$ cat config.mk
export PLATFORM = sky130hd
export DESIGN_NAME = fc8_sprite_fetch_flat
export DESIGN_NICKNAME = d
export VERILOG_FILES = /design/src/rtl/fc8_sprite_fetch_if.sv /design/src/rtl/fc8_sprite_fetch.sv /design/src/flat_wrapper.sv
export SDC_FILE = /design/constraint.sdc
export NUM_CORES = 1
export LEC_CHECK = 0
export ABC_CLOCK_PERIOD_IN_PS = 2200
export CAP_MARGIN = 20
export CORE_MARGIN = 3
export CORE_UTILIZATION = 54
export DETAILED_ROUTE_END_ITERATION = 12
export PLACE_DENSITY = 0.74
export SYNTH_ARGS = -nofsm -noshare
export SYNTH_HDL_FRONTEND = slang
export SYNTH_SLANG_ARGS = --single-unit
$ cat constraint.sdc
create_clock -name clk -period 2.2 [get_ports clk]
set_input_delay 0.33 -clock clk [delete_from_list [all_inputs] [get_ports clk]]
set_output_delay 0.33 -clock clk [all_outputs]
set_load 0.02 [all_outputs]
$ cat src/rtl/fc8_sprite_fetch_if.sv
// rtl/fc8_sprite_fetch_if.sv - request, ROM sprite port and line-buffer read signals of fc8_sprite_fetch
interface fc8_sprite_fetch_if #(
    parameter int DATA_WIDTH = 8
);
    logic                  req_valid;
    logic                  req_ready;
    logic [7:0]            req_id;
    logic [3:0]            req_row;
    logic                  req_hflip;
    logic                  abort;
    logic                  busy;
    logic                  done;
    logic [19:0]           rom_addr;
    logic                  rom_cs;
    logic [DATA_WIDTH-1:0] rom_data;
    logic [3:0]            lb_rd_idx;
    logic [DATA_WIDTH-1:0] lb_rd_data;
    logic [15:0]           lb_opaque;

    modport slave (
        input  req_valid, req_id, req_row, req_hflip, abort, rom_data, lb_rd_idx,
        output req_ready, busy, done, rom_addr, rom_cs, lb_rd_data, lb_opaque
    );

    modport master (
        output req_valid, req_id, req_row, req_hflip, abort, rom_data, lb_rd_idx,
        input  req_ready, busy, done, rom_addr, rom_cs, lb_rd_data, lb_opaque
    );
endinterface

$ cat src/rtl/fc8_sprite_fetch.sv
// rtl/fc8_sprite_fetch.sv - sprite line fetch into a double-buffered line buffer; FC8_SPRITE_HFLIP_EN enables horizontal flip
module fc8_sprite_fetch #(
    parameter logic [19:0] SPRITE_BASE = 20'h40000,
    parameter int          DATA_WIDTH  = 8
) (
    input  logic              clk,
    input  logic              rst_n,
    fc8_sprite_fetch_if.slave bus
);
    typedef enum logic [1:0] {IDLE, FETCH, DRAIN} state_t;

    state_t                state;
    state_t                state_nx;
    logic [7:0]            id_q;
    logic [3:0]            row_q;
    logic [3:0]            col;
    logic                  pipe_v;
    logic [3:0]            pipe_col;
    logic                  bank_sel;
    logic                  done_q;
    logic [DATA_WIDTH-1:0] bank0 [16];
    logic [DATA_WIDTH-1:0] bank1 [16];
    logic [15:0]           mask0;
    logic [15:0]           mask1;

    logic                  accept;
    logic                  capture;
    logic                  last;
    logic [3:0]            cap_idx;
    logic                  cap_opaque;

`ifdef FC8_SPRITE_HFLIP_EN
    logic hflip_q;
    assign cap_idx = hflip_q ? (4'd15 - pipe_col) : pipe_col;
`else
    logic unused_hflip;
    assign unused_hflip = bus.req_hflip;
    assign cap_idx      = pipe_col;
`endif

    assign accept     = (state == IDLE) && bus.req_valid;
    // pipe_v only ever holds a beat while a fetch is live, so an abort kills it
    assign capture    = pipe_v && !bus.abort;
    assign last       = capture && (pipe_col == 4'd15);
    assign cap_opaque = (bus.rom_data != '0);

    always_comb begin
        state_nx = state;
        case (state)
            IDLE:    if (accept) state_nx = FETCH;
            FETCH:   if (bus.abort) state_nx = IDLE;
                     else if (col == 4'd15) state_nx = DRAIN;
            DRAIN:   if (bus.abort || last) state_nx = IDLE;
            default: state_nx = IDLE;
        endcase
    end

    assign bus.req_ready  = (state == IDLE);
    assign bus.busy       = (state != IDLE);
    assign bus.rom_cs     = (state == FETCH);
    assign bus.rom_addr   = bus.rom_cs ? (SPRITE_BASE + {4'h0, id_q, row_q, col}) : 20'h0;
    assign bus.done       = done_q;
    assign bus.lb_rd_data = bank_sel ? bank1[bus.lb_rd_idx] : bank0[bus.lb_rd_idx];
    assign bus.lb_opaque  = bank_sel ? mask1 : mask0;

    always_ff @(posedge clk or negedge rst_n) begin
        if (!rst_n) begin
            state    <= IDLE;
            id_q     <= '0;
            row_q    <= '0;
            col      <= '0;
            pipe_v   <= 1'b0;
            pipe_col <= '0;
            bank_sel <= 1'b0;
            done_q   <= 1'b0;
            mask0    <= '0;
            mask1    <= '0;
            for (int i = 0; i < 16; i++) begin
                bank0[i] <= '0;
                bank1[i] <= '0;
            end
`ifdef FC8_SPRITE_HFLIP_EN
            hflip_q  <= 1'b0;
`endif
        end else begin
            state <= state_nx;
            if (accept) begin
                id_q  <= bus.req_id;
                row_q <= bus.req_row;
                col   <= '0;
`ifdef FC8_SPRITE_HFLIP_EN
                hflip_q <= bus.req_hflip;
`endif
            end else if (state == FETCH) begin
                col <= col + 4'd1;
            end

            // Stage 0 is the issue slot itself; this register marks the beat
            // whose data the ROM presents on rom_data during the next cycle.
            pipe_v   <= bus.rom_cs && !bus.abort;
            pipe_col <= col;

            if (capture) begin
                if (bank_sel) begin
                    bank0[cap_idx] <= bus.rom_data;
                    mask0[cap_idx] <= cap_opaque;
                end else begin
                    bank1[cap_idx] <= bus.rom_data;
                    mask1[cap_idx] <= cap_opaque;
                end
            end

            done_q <= last;
            if (last) bank_sel <= ~bank_sel;
        end
    end
endmodule

$ cat src/flat_wrapper.sv
// flat-port wrapper written by rule: the top's interface ports become plain ports
module fc8_sprite_fetch_flat 
#(
    parameter logic [19:0] SPRITE_BASE = 20'h40000,
    parameter int          DATA_WIDTH  = 8
)
  (clk, rst_n, bus_req_valid, bus_req_id, bus_req_row, bus_req_hflip, bus_abort, bus_rom_data, bus_lb_rd_idx, bus_req_ready, bus_busy, bus_done, bus_rom_addr, bus_rom_cs, bus_lb_rd_data, bus_lb_opaque);
  fc8_sprite_fetch_if #(.DATA_WIDTH(DATA_WIDTH)) bus_i ();
  input  logic clk;
  input  logic rst_n;
  input wire logic [$bits(bus_i.req_valid)-1:0] bus_req_valid;
  input wire logic [$bits(bus_i.req_id)-1:0] bus_req_id;
  input wire logic [$bits(bus_i.req_row)-1:0] bus_req_row;
  input wire logic [$bits(bus_i.req_hflip)-1:0] bus_req_hflip;
  input wire logic [$bits(bus_i.abort)-1:0] bus_abort;
  input wire logic [$bits(bus_i.rom_data)-1:0] bus_rom_data;
  input wire logic [$bits(bus_i.lb_rd_idx)-1:0] bus_lb_rd_idx;
  output wire logic [$bits(bus_i.req_ready)-1:0] bus_req_ready;
  output wire logic [$bits(bus_i.busy)-1:0] bus_busy;
  output wire logic [$bits(bus_i.done)-1:0] bus_done;
  output wire logic [$bits(bus_i.rom_addr)-1:0] bus_rom_addr;
  output wire logic [$bits(bus_i.rom_cs)-1:0] bus_rom_cs;
  output wire logic [$bits(bus_i.lb_rd_data)-1:0] bus_lb_rd_data;
  output wire logic [$bits(bus_i.lb_opaque)-1:0] bus_lb_opaque;
  assign bus_i.req_valid = bus_req_valid;
  assign bus_i.req_id = bus_req_id;
  assign bus_i.req_row = bus_req_row;
  assign bus_i.req_hflip = bus_req_hflip;
  assign bus_i.abort = bus_abort;
  assign bus_i.rom_data = bus_rom_data;
  assign bus_i.lb_rd_idx = bus_lb_rd_idx;
  assign bus_req_ready = bus_i.req_ready;
  assign bus_busy = bus_i.busy;
  assign bus_done = bus_i.done;
  assign bus_rom_addr = bus_i.rom_addr;
  assign bus_rom_cs = bus_i.rom_cs;
  assign bus_lb_rd_data = bus_i.lb_rd_data;
  assign bus_lb_opaque = bus_i.lb_opaque;
  fc8_sprite_fetch #(.SPRITE_BASE(SPRITE_BASE), .DATA_WIDTH(DATA_WIDTH)) u_core (.clk(clk), .rst_n(rst_n), .bus(bus_i));
endmodule
==> results of run 1 <==
[layer usage]
metal  vias up  GRT usage (%)  wire length [um]
met5         -              0                 0
met4         0          4.945               509
met3        47          3.783              1400
met2       189          38.29             15970
met1      4380          33.74             14290
li1       3589              -                 -
[cell usage after synthesis]
library cell and n:
mux2_2 311, or3b_1 1, buf_4 12, or3b_2 1, nand2b_1 6, conb_1 1
or4b_1 1, a21oi_1 1, buf_1 6, nand3_1 13, buf_2 5, mux2i_1 2
nor4_2 1, a211o_1 1, o31ai_1 1, or4_1 3, nor4_4 4, or2_2 1
nor3_1 1, mux2_1 2, nand4_1 1, and2_1 17, nor2b_1 4, nor3b_1 2
nor3_2 12, o21ai_0 1, xor2_1 1, buf_6 1, nand2_2 1, mux4_2 80
nand3b_1 1, dfrtp_1 313, inv_1 3, nand2_1 43, nor4_1 2, and4b_1 1
nor2_1 3, ha_1 1, clkbuf_1 49, and3_1 1
[registers in the layout (all words and copies together) (netlist names)]
name / count
u_core.bank0: 128
u_core.bank1: 128
u_core.bank_sel: 1
u_core.bus.done: 1
u_core.cap_idx: 4
u_core.col: 4
u_core.id_q: 8
u_core.mask0: 16
u_core.mask1: 16
u_core.pipe_v: 1
u_core.row_q: 4
u_core.state: 2
[critical path: cells and delay by family, from the launching register on]
family | cells | cell delay [ns]
mux | 3 | 1.32
flops | 1 | 0.39
buf+inv | 1 | 0.14
[stage by stage]
step | std cells | power (W) | hold slack, ns
3_3_place_gp | 1318 | 0.009957 | 0.3489
2_1_floorplan | 913 | 0.009083 | 0.03441
6_report | 1384 | 0.01617 | 0.3496
3_5_place_dp | 1318 | 0.01006 | 0.3589
4_1_cts | 1383 | 0.01630 | 0.3376
5_1_grt | 1384 | 0.01690 | 0.3589
[cells in the final DEF (no fill, tap or decap), types with 4 or more instances in the layout]
cell type | Yosys | final
nand3_1 | 13 | 13
clkbuf_1 | 49 | 6
clkbuf_2 | 0 | 14
and2_1 | 17 | 17
nand2b_1 | 6 | 6
clkbuf_8 | 0 | 6
mux4_2 | 80 | 80
dlygate4sd2_1 | 0 | 19
mux2_4 | 0 | 8
buf_12 | 0 | 25
buf_4 | 12 | 53
buf_6 | 1 | 10
clkdlybuf4s50_1 | 0 | 26
nor4_4 | 4 | 4
bufinv_16 | 0 | 6
nand2_1 | 43 | 43
clkbuf_16 | 0 | 37
clkinv_2 | 0 | 7
nor3_2 | 12 | 12
nor2b_1 | 4 | 4
dfrtp_1 | 313 | 312
mux2_2 | 311 | 303
[how the worst max path moves through the flow]
stage	start	to	slack, ns	depth (start not counted)
final	u_core.bank1[78]	bus_lb_rd_data[6]	-0.47	4
after detailed placement	bus_lb_rd_idx[1]	bus_lb_rd_data[5]	-0.76	6
after CTS	u_core.bank1[72]	bus_lb_rd_data[0]	-0.49	4
after floorplan	bus_lb_rd_idx[1]	bus_lb_rd_data[0]	0.004	5
after global routing	u_core.bank1[7]	bus_lb_rd_data[7]	-0.53	4
after global placement	bus_lb_rd_idx[1]	bus_lb_rd_data[0]	-0.75	6
[power by group through the flow]
stage / combinational, W / sequential, W / clock (W)
finish: 0.00267 / 0.00727 / 0.00623
global route: 0.00290 / 0.00738 / 0.00662
CTS: 0.00270 / 0.00725 / 0.00635
detailed placement: 0.00273 / 0.00733 / 0
global placement: 0.00266 / 0.00730 / 0
floorplan: 0.00201 / 0.00708 / 0
[cell families (layout without fill, tap and decap cells)]
group | count (synthesis) | count (layout) | synth area share [%]
compound gates | 4 | 4 | 0.1834
xor+xnor | 1 | 1 | 0.06116
fa+ha+maj | 1 | 1 | 0.08734
buf+inv | 76 | 217 | 2.402
flops | 313 | 313 | 54.68
mux | 395 | 395 | 37.33
other cells | 1 | 3 | 0.02618
simple gates | 120 | 120 | 5.232
[timing repair]
item / CTS / global route
hold buffers: 1 / 0
buffers inserted: 2 / 1
setup endpoints to repair: 43 / 27
cloned: 0 / 0
endpoints found under the hold margin: 59 / 0
resized for setup: 89 / 27
[final cells by class]
| cell class | count | area [um2] |
|---|---|---|
| well taps | 330 | 412.9 |
| multi-input cells | 524 | 6185 |
| clock buffers | 49 | 1031 |
| clock inverters | 13 | 215.2 |
| repair buffers | 152 | 1558 |
| inverters | 3 | 11.26 |
| flip-flops and latches | 313 | 7834 |
| fillers | 1766 | 8371 |
==> key figures, run 1 <==
Detailed routing
  – Detail-routed via count per cell: 5.928
  – DRC Markers: 0
  – DR WL/cell: 23.24 um
  – Antenna viol nets, final: 0
  – Post-Route WL: 32.16 mm
  – DR iter-0 viols: 497
  – First-pass detailed-route iteration total: 4
  – Via count: 8205

Logic synthesis
  – Synth top area cells: dfrtp_1 55%, mux2_2 24%, mux4_2 13%
  – Seq/Total Area, Yosys: 54.68%
  – Synth warnings: 0
  – Synth Register Bits: 313
  – Post-synth top area share: 54.68%
  – Synth cell types: 40
  – Mean Syn Cell Area: 15.72 um2
  – Post-Syn Instances: 911
  – Biggest area consumer among synthesized cells: dfrtp_1
  – Post-Syn Area: 14320 um2

Status
  – Status: finished, violations left
  – Failing checks: setup timing

Setup path
  – Reg2Reg Depth: 4
  – Crit path kind: flip-flop to output port
  – Setup crit start kind: flip-flop
  – CP peak stage delay: 0.51 ns
  – Crit-path cells: mux4_2, mux4_2, mux2_4, buf_6
  – Worst path required time: 1.87 ns
  – Slowest-stage cell, CP: mux4_2
  – Terminus of the critical flop-to-flop path: u_core.bank1[21]
  – Worst R2R Start: u_core.bank_sel
  – Arr. time, crit path: 2.34 ns
  – Crit. End Element: output port
  – Worst Path Max Fanout: 2
  – Setup slack, reg-to-reg: 0.10 ns
  – Most common cell on crit path: mux4_2

Clocking
  – CTS root buffer: clkbuf_16
  – Clock sink total: 313
  – CTS tree: built
  – H-tree depth: 2
  – Clk_lat worst skew: 0.50 ns
  – Clock-pin transition on the worst setup and hold timing paths: 0.06 ns
  – TritonCTS Buffers: 35
  – CTS max path bufs: 3

Power and ir drop
  – Reg power frac: 44.9%
  – PD cells: 937.8 nW/um2
  – Clock power frac: 38.5%
  – Sw frac: 24.96%
  – Comb pwr share: 16.5%
  – Leak: 8.290 nW
  – Maximum vdd drop: 0.8359 mV
  – P_sw: 0.004037 W
  – Pint: 0.01214 W

Die
  – Die width: 168.9 um
  – Core footprint: 25620 um2
  – DIE HEIGHT: 168.9 um
  – I/O pin total: 77
  – Starting density of the core: 55.91%
  – FP Rows: 58
  – Die Area: 28520 um2

Timing
  – Slew at the pin with the worst max-slew slack: 0.6006 ns
  – Final setup violation count: 8
  – Final period utilization: 121.5%
  – Setup TNS: -3.686 ns
  – Slew Limit Fails: 0
  – Clock skew: 0.008835 ns
  – Post-layout min period: 2.672 ns
  – Final worst slack: -0.4725 ns
  – RSZ-0062 raised after global routing: yes
  – Final hold vios: 0
  – Slew Limit Headroom: 59.96%
  – Max Clk Rate: 374.2 MHz

Flow run
  – Number of max-cap violations: 0

Global routing
  – GRT Overall Usage: 23.40%
  – Largest net degree at the start of global routing: 67
  – First-pass GRT wire length: 51.85 mm
  – Antenna violations before repair: 0
  – Grt ovf: 0
  – Vias in the first global route: 8757

Layout
  – Fin area: 17250 um2
  – Synth-to-layout area growth: 20.41%
  – Final Core Density: 67.32%
  – Layout Nets: 1059
  – Antenna diode count: 0
  – Layout cells sized above 1: 54.27%

Placed design
  – DP Worst Slack: -0.7636 ns
  – Input/output buffers: 72
  – Placed cell areas: 16040 um2
  – Final RePlAce weighted congestion: 0.7858
  – HPWL after DPL: 20.87 mm

Worst hold path
  – Hold path startpoint: bus_req_id[0]
  – Hold WC Path Type: primary input to flip-flop
  – Hold endpoint: u_core.id_q[0]
  – Worst Hold Depth: 3
Power figures use the tool's default switching activity.
==> inputs of run 2 (changes only) <==
ABC_AREA = 1   (was default)
ABC_CLOCK_PERIOD_IN_PS = 2900   (was 2200)
CORE_UTILIZATION = 58   (was 54)
PLACE_DENSITY = 0.76   (was 0.74)
clock period = 2.9 ns   (was 2.2 ns; I/O delays follow)
==> key figures, run 2 <==
Global routing
  – Met2 Track Usage GR: 46.21%
  – First-pass GRT wire length: 62.28 mm
  – Gr busiest metal: met2
  – Grt ovf: 0
  – Vias in the first global route: 11930
  – GRT Overall Usage: 29.51%
  – Met3 usage: 6.027%
  – GR Util met1: 41.62%
  – Largest net degree at the start of global routing: 92
  – Antenna violations before repair: 0

Logic synthesis
  – Synth Flop Type: dfrtp_1
  – Synth Register Bits: 313
  – Async SR Flop Fraction: 100.0%
  – Post-synth top area share: 54.95%
  – Synth top area cells: dfrtp_1 55%, nand2_1 19%, o21ai_0 9.9%
  – Synth cell types: 29
  – Synth warnings: 0
  – Post-Syn Area: 14250 um2
  – Synth top cells by count: 722 x nand2_1, 313 x dfrtp_1, 283 x o21ai_0
  – Post-synth EDFFs: 0
  – Biggest area consumer among synthesized cells: dfrtp_1
  – Seq/Total Area, Yosys: 54.95%
  – Most common cell in the netlist: nand2_1
  – Post-Syn Instances: 1783
  – Mean Syn Cell Area: 7.994 um2

Power and ir drop
  – Comb pwr share: 17.8%
  – PD cells: 706.1 nW/um2
  – Maximum vdd drop: 0.5907 mV
  – P_sw: 0.003360 W
  – Reg power frac: 45.5%
  – Pint: 0.008250 W
  – Leak: 7.816 nW
  – Total Power: 0.01161 W
  – Clock power frac: 36.6%
  – Sw frac: 28.94%

Placed design
  – Input/output buffers: 72
  – DP Worst Slack: 0.06495 ns
  – Dpl cells: 2093
  – Final RePlAce weighted congestion: 0.8652
  – HPWL after DPL: 23.27 mm

Timing
  – Final worst slack: 0.1420 ns
  – Clock skew: 0.01626 ns
  – Final period utilization: 95.10%
  – Slew Limit Fails: 0
  – Setup TNS: 0 ns
  – Hold slack: 0.4028 ns
  – Post-layout min period: 2.758 ns
  – Final hold vios: 0
  – Max Clk Rate: 362.6 MHz
  – Slew Limit Headroom: 50.99%
  – RSZ-0062 raised after global routing: no
  – Slew at the pin with the worst max-slew slack: 0.7352 ns
  – Final setup violation count: 0

Setup path
  – Crit. End Element: output port
  – Setup slack, reg-to-reg: 0.83 ns
  – Terminus of the critical flop-to-flop path: u_core.bank1[2]
  – Worst R2R Start: u_core.bank_sel
  – Arr. time, crit path: 2.32 ns
  – Worst Path Max Fanout: 22
  – Worst path required time: 2.47 ns
  – Setup crit start kind: flip-flop
  – Reg2Reg Depth: 4
  – Crit path kind: flip-flop to output port

Clocking
  – CTS tree: built
  – CTS root buffer: clkbuf_16
  – CTS max path bufs: 3
  – Clock-pin transition on the worst setup and hold timing paths: 0.06 ns
  – Post-CTS Setup Bufs: 0
  – H-tree depth: 2
  – Clock sink total: 313
  – Clk_lat worst skew: 0.51 ns
  – TritonCTS Buffers: 34

Detailed routing
  – Detail-routed via count per cell: 5.739
  – DR iter-0 viols: 1415
  – Post-Route WL: 38.18 mm
  – Antenna viol nets, final: 0
  – Via count: 12360
  – First-pass detailed-route iteration total: 6
  – DRC Markers: 0
  – DR WL/cell: 17.72 um

Layout
  – Most common cell after layout, fill and taps aside: nand2_1
  – Layout Cells excl Fill: 2154
  – Top Registers: u_core.bank0 (128), u_core.bank1 (128)
  – Synth-to-layout area growth: 15.35%
  – Layout Nets: 1841
  – Layout cells sized above 1: 7.466%
  – Most frequent cells in the layout: 722 x nand2_1, 313 x dfrtp_1, 283 x o21ai_0
  – Antenna diode count: 0

Worst hold path
  – Worst Hold Depth: 0
  – Hold endpoint: u_core.cap_idx[3]
  – Hold path startpoint: u_core.col[3]
  – Hold WC Path Type: flip-flop to flip-flop

Die
  – Core footprint: 23820 um2
  – FP Rows: 56
  – Die Area: 26490 um2
  – I/O pin total: 77
  – Die width: 162.8 um
  – Starting density of the core: 59.83%
  – DIE HEIGHT: 162.8 um

Flow run
  – Number of max-cap violations: 0

Status
  – Status: finished clean
-- run 2: metrics by stage --
step	instance area (um2)	utilization [%]
finish	16440	69.02
global route	16440	69.02
CTS	16420	68.93
detailed placement	15300	64.23
global placement	15300	64.23
floorplan	14260	-
-- run 2: final cells by class --
cell class | count | area, um2
timing repair buffer | 115 | 1251
fill | 1959 | 7381
clock buffer | 51 | 1059
tap | 319 | 399.1
clock inverter | 9 | 51.30
sequential | 313 | 7833
inverter | 42 | 163.9
multi-input combinational | 1305 | 5685
-- run 2: worst max-delay path, stage by stage (launching register included) --
cell and delay, ns:
dfrtp_1 0.53, buf_4 0.38, nand2_1 0.09, nand2_1 0.17, clkdlybuf4s50_1 0.63
-- run 2: how the worst max path moves through the flow --
stage,cells after the start,end,from
2_1_floorplan,9,bus_lb_rd_data[6],bus_lb_rd_idx[2]
3_3_place_gp,10,bus_lb_rd_data[6],bus_lb_rd_idx[2]
3_5_place_dp,10,bus_lb_rd_data[5],bus_lb_rd_idx[2]
4_1_cts,10,bus_lb_rd_data[5],bus_lb_rd_idx[2]
5_1_grt,4,bus_rom_addr[1],u_core.state[1]
6_report,4,bus_lb_opaque[6],u_core.bank_sel
-- run 2: what timing repair did --
item | in CTS | in global routing
setup endpoints to repair | 0 | 8
hold buffers | 1 | 0
gates resized for setup | 0 | 8
hold endpoints to repair | 44 | 0
-- run 2: metal layers --
layer / share of wire, % / routed length, um
met3: 8.5 / 3251
met4: 3.3 / 1243
met1: 43 / 16370
met2: 45 / 17310
met5: 0 / 0
-- run 2: kinds of logic after synthesis --
kind of cell	after synthesis	share of synthesized area, %
and+or+nand+nor	994	28.86
DFF	313	54.95
AOI/OAI and AO/OA	307	10.84
buffers and inverters	167	5.232
adders and majority gates	1	0.08777
other	1	0.02631
-- run 2: power groups by stage --
| stage | clock, W | combinational (W) | sequential, W |
|---|---|---|---|
| after floorplan | 0 | 0.00134 | 0.00526 |
| after global placement | 0 | 0.00200 | 0.00532 |
| after detailed placement | 0 | 0.00205 | 0.00534 |
| after CTS | 0.00430 | 0.00208 | 0.00527 |
| after global routing | 0.00449 | 0.00233 | 0.00534 |
| final | 0.00425 | 0.00207 | 0.00529 |
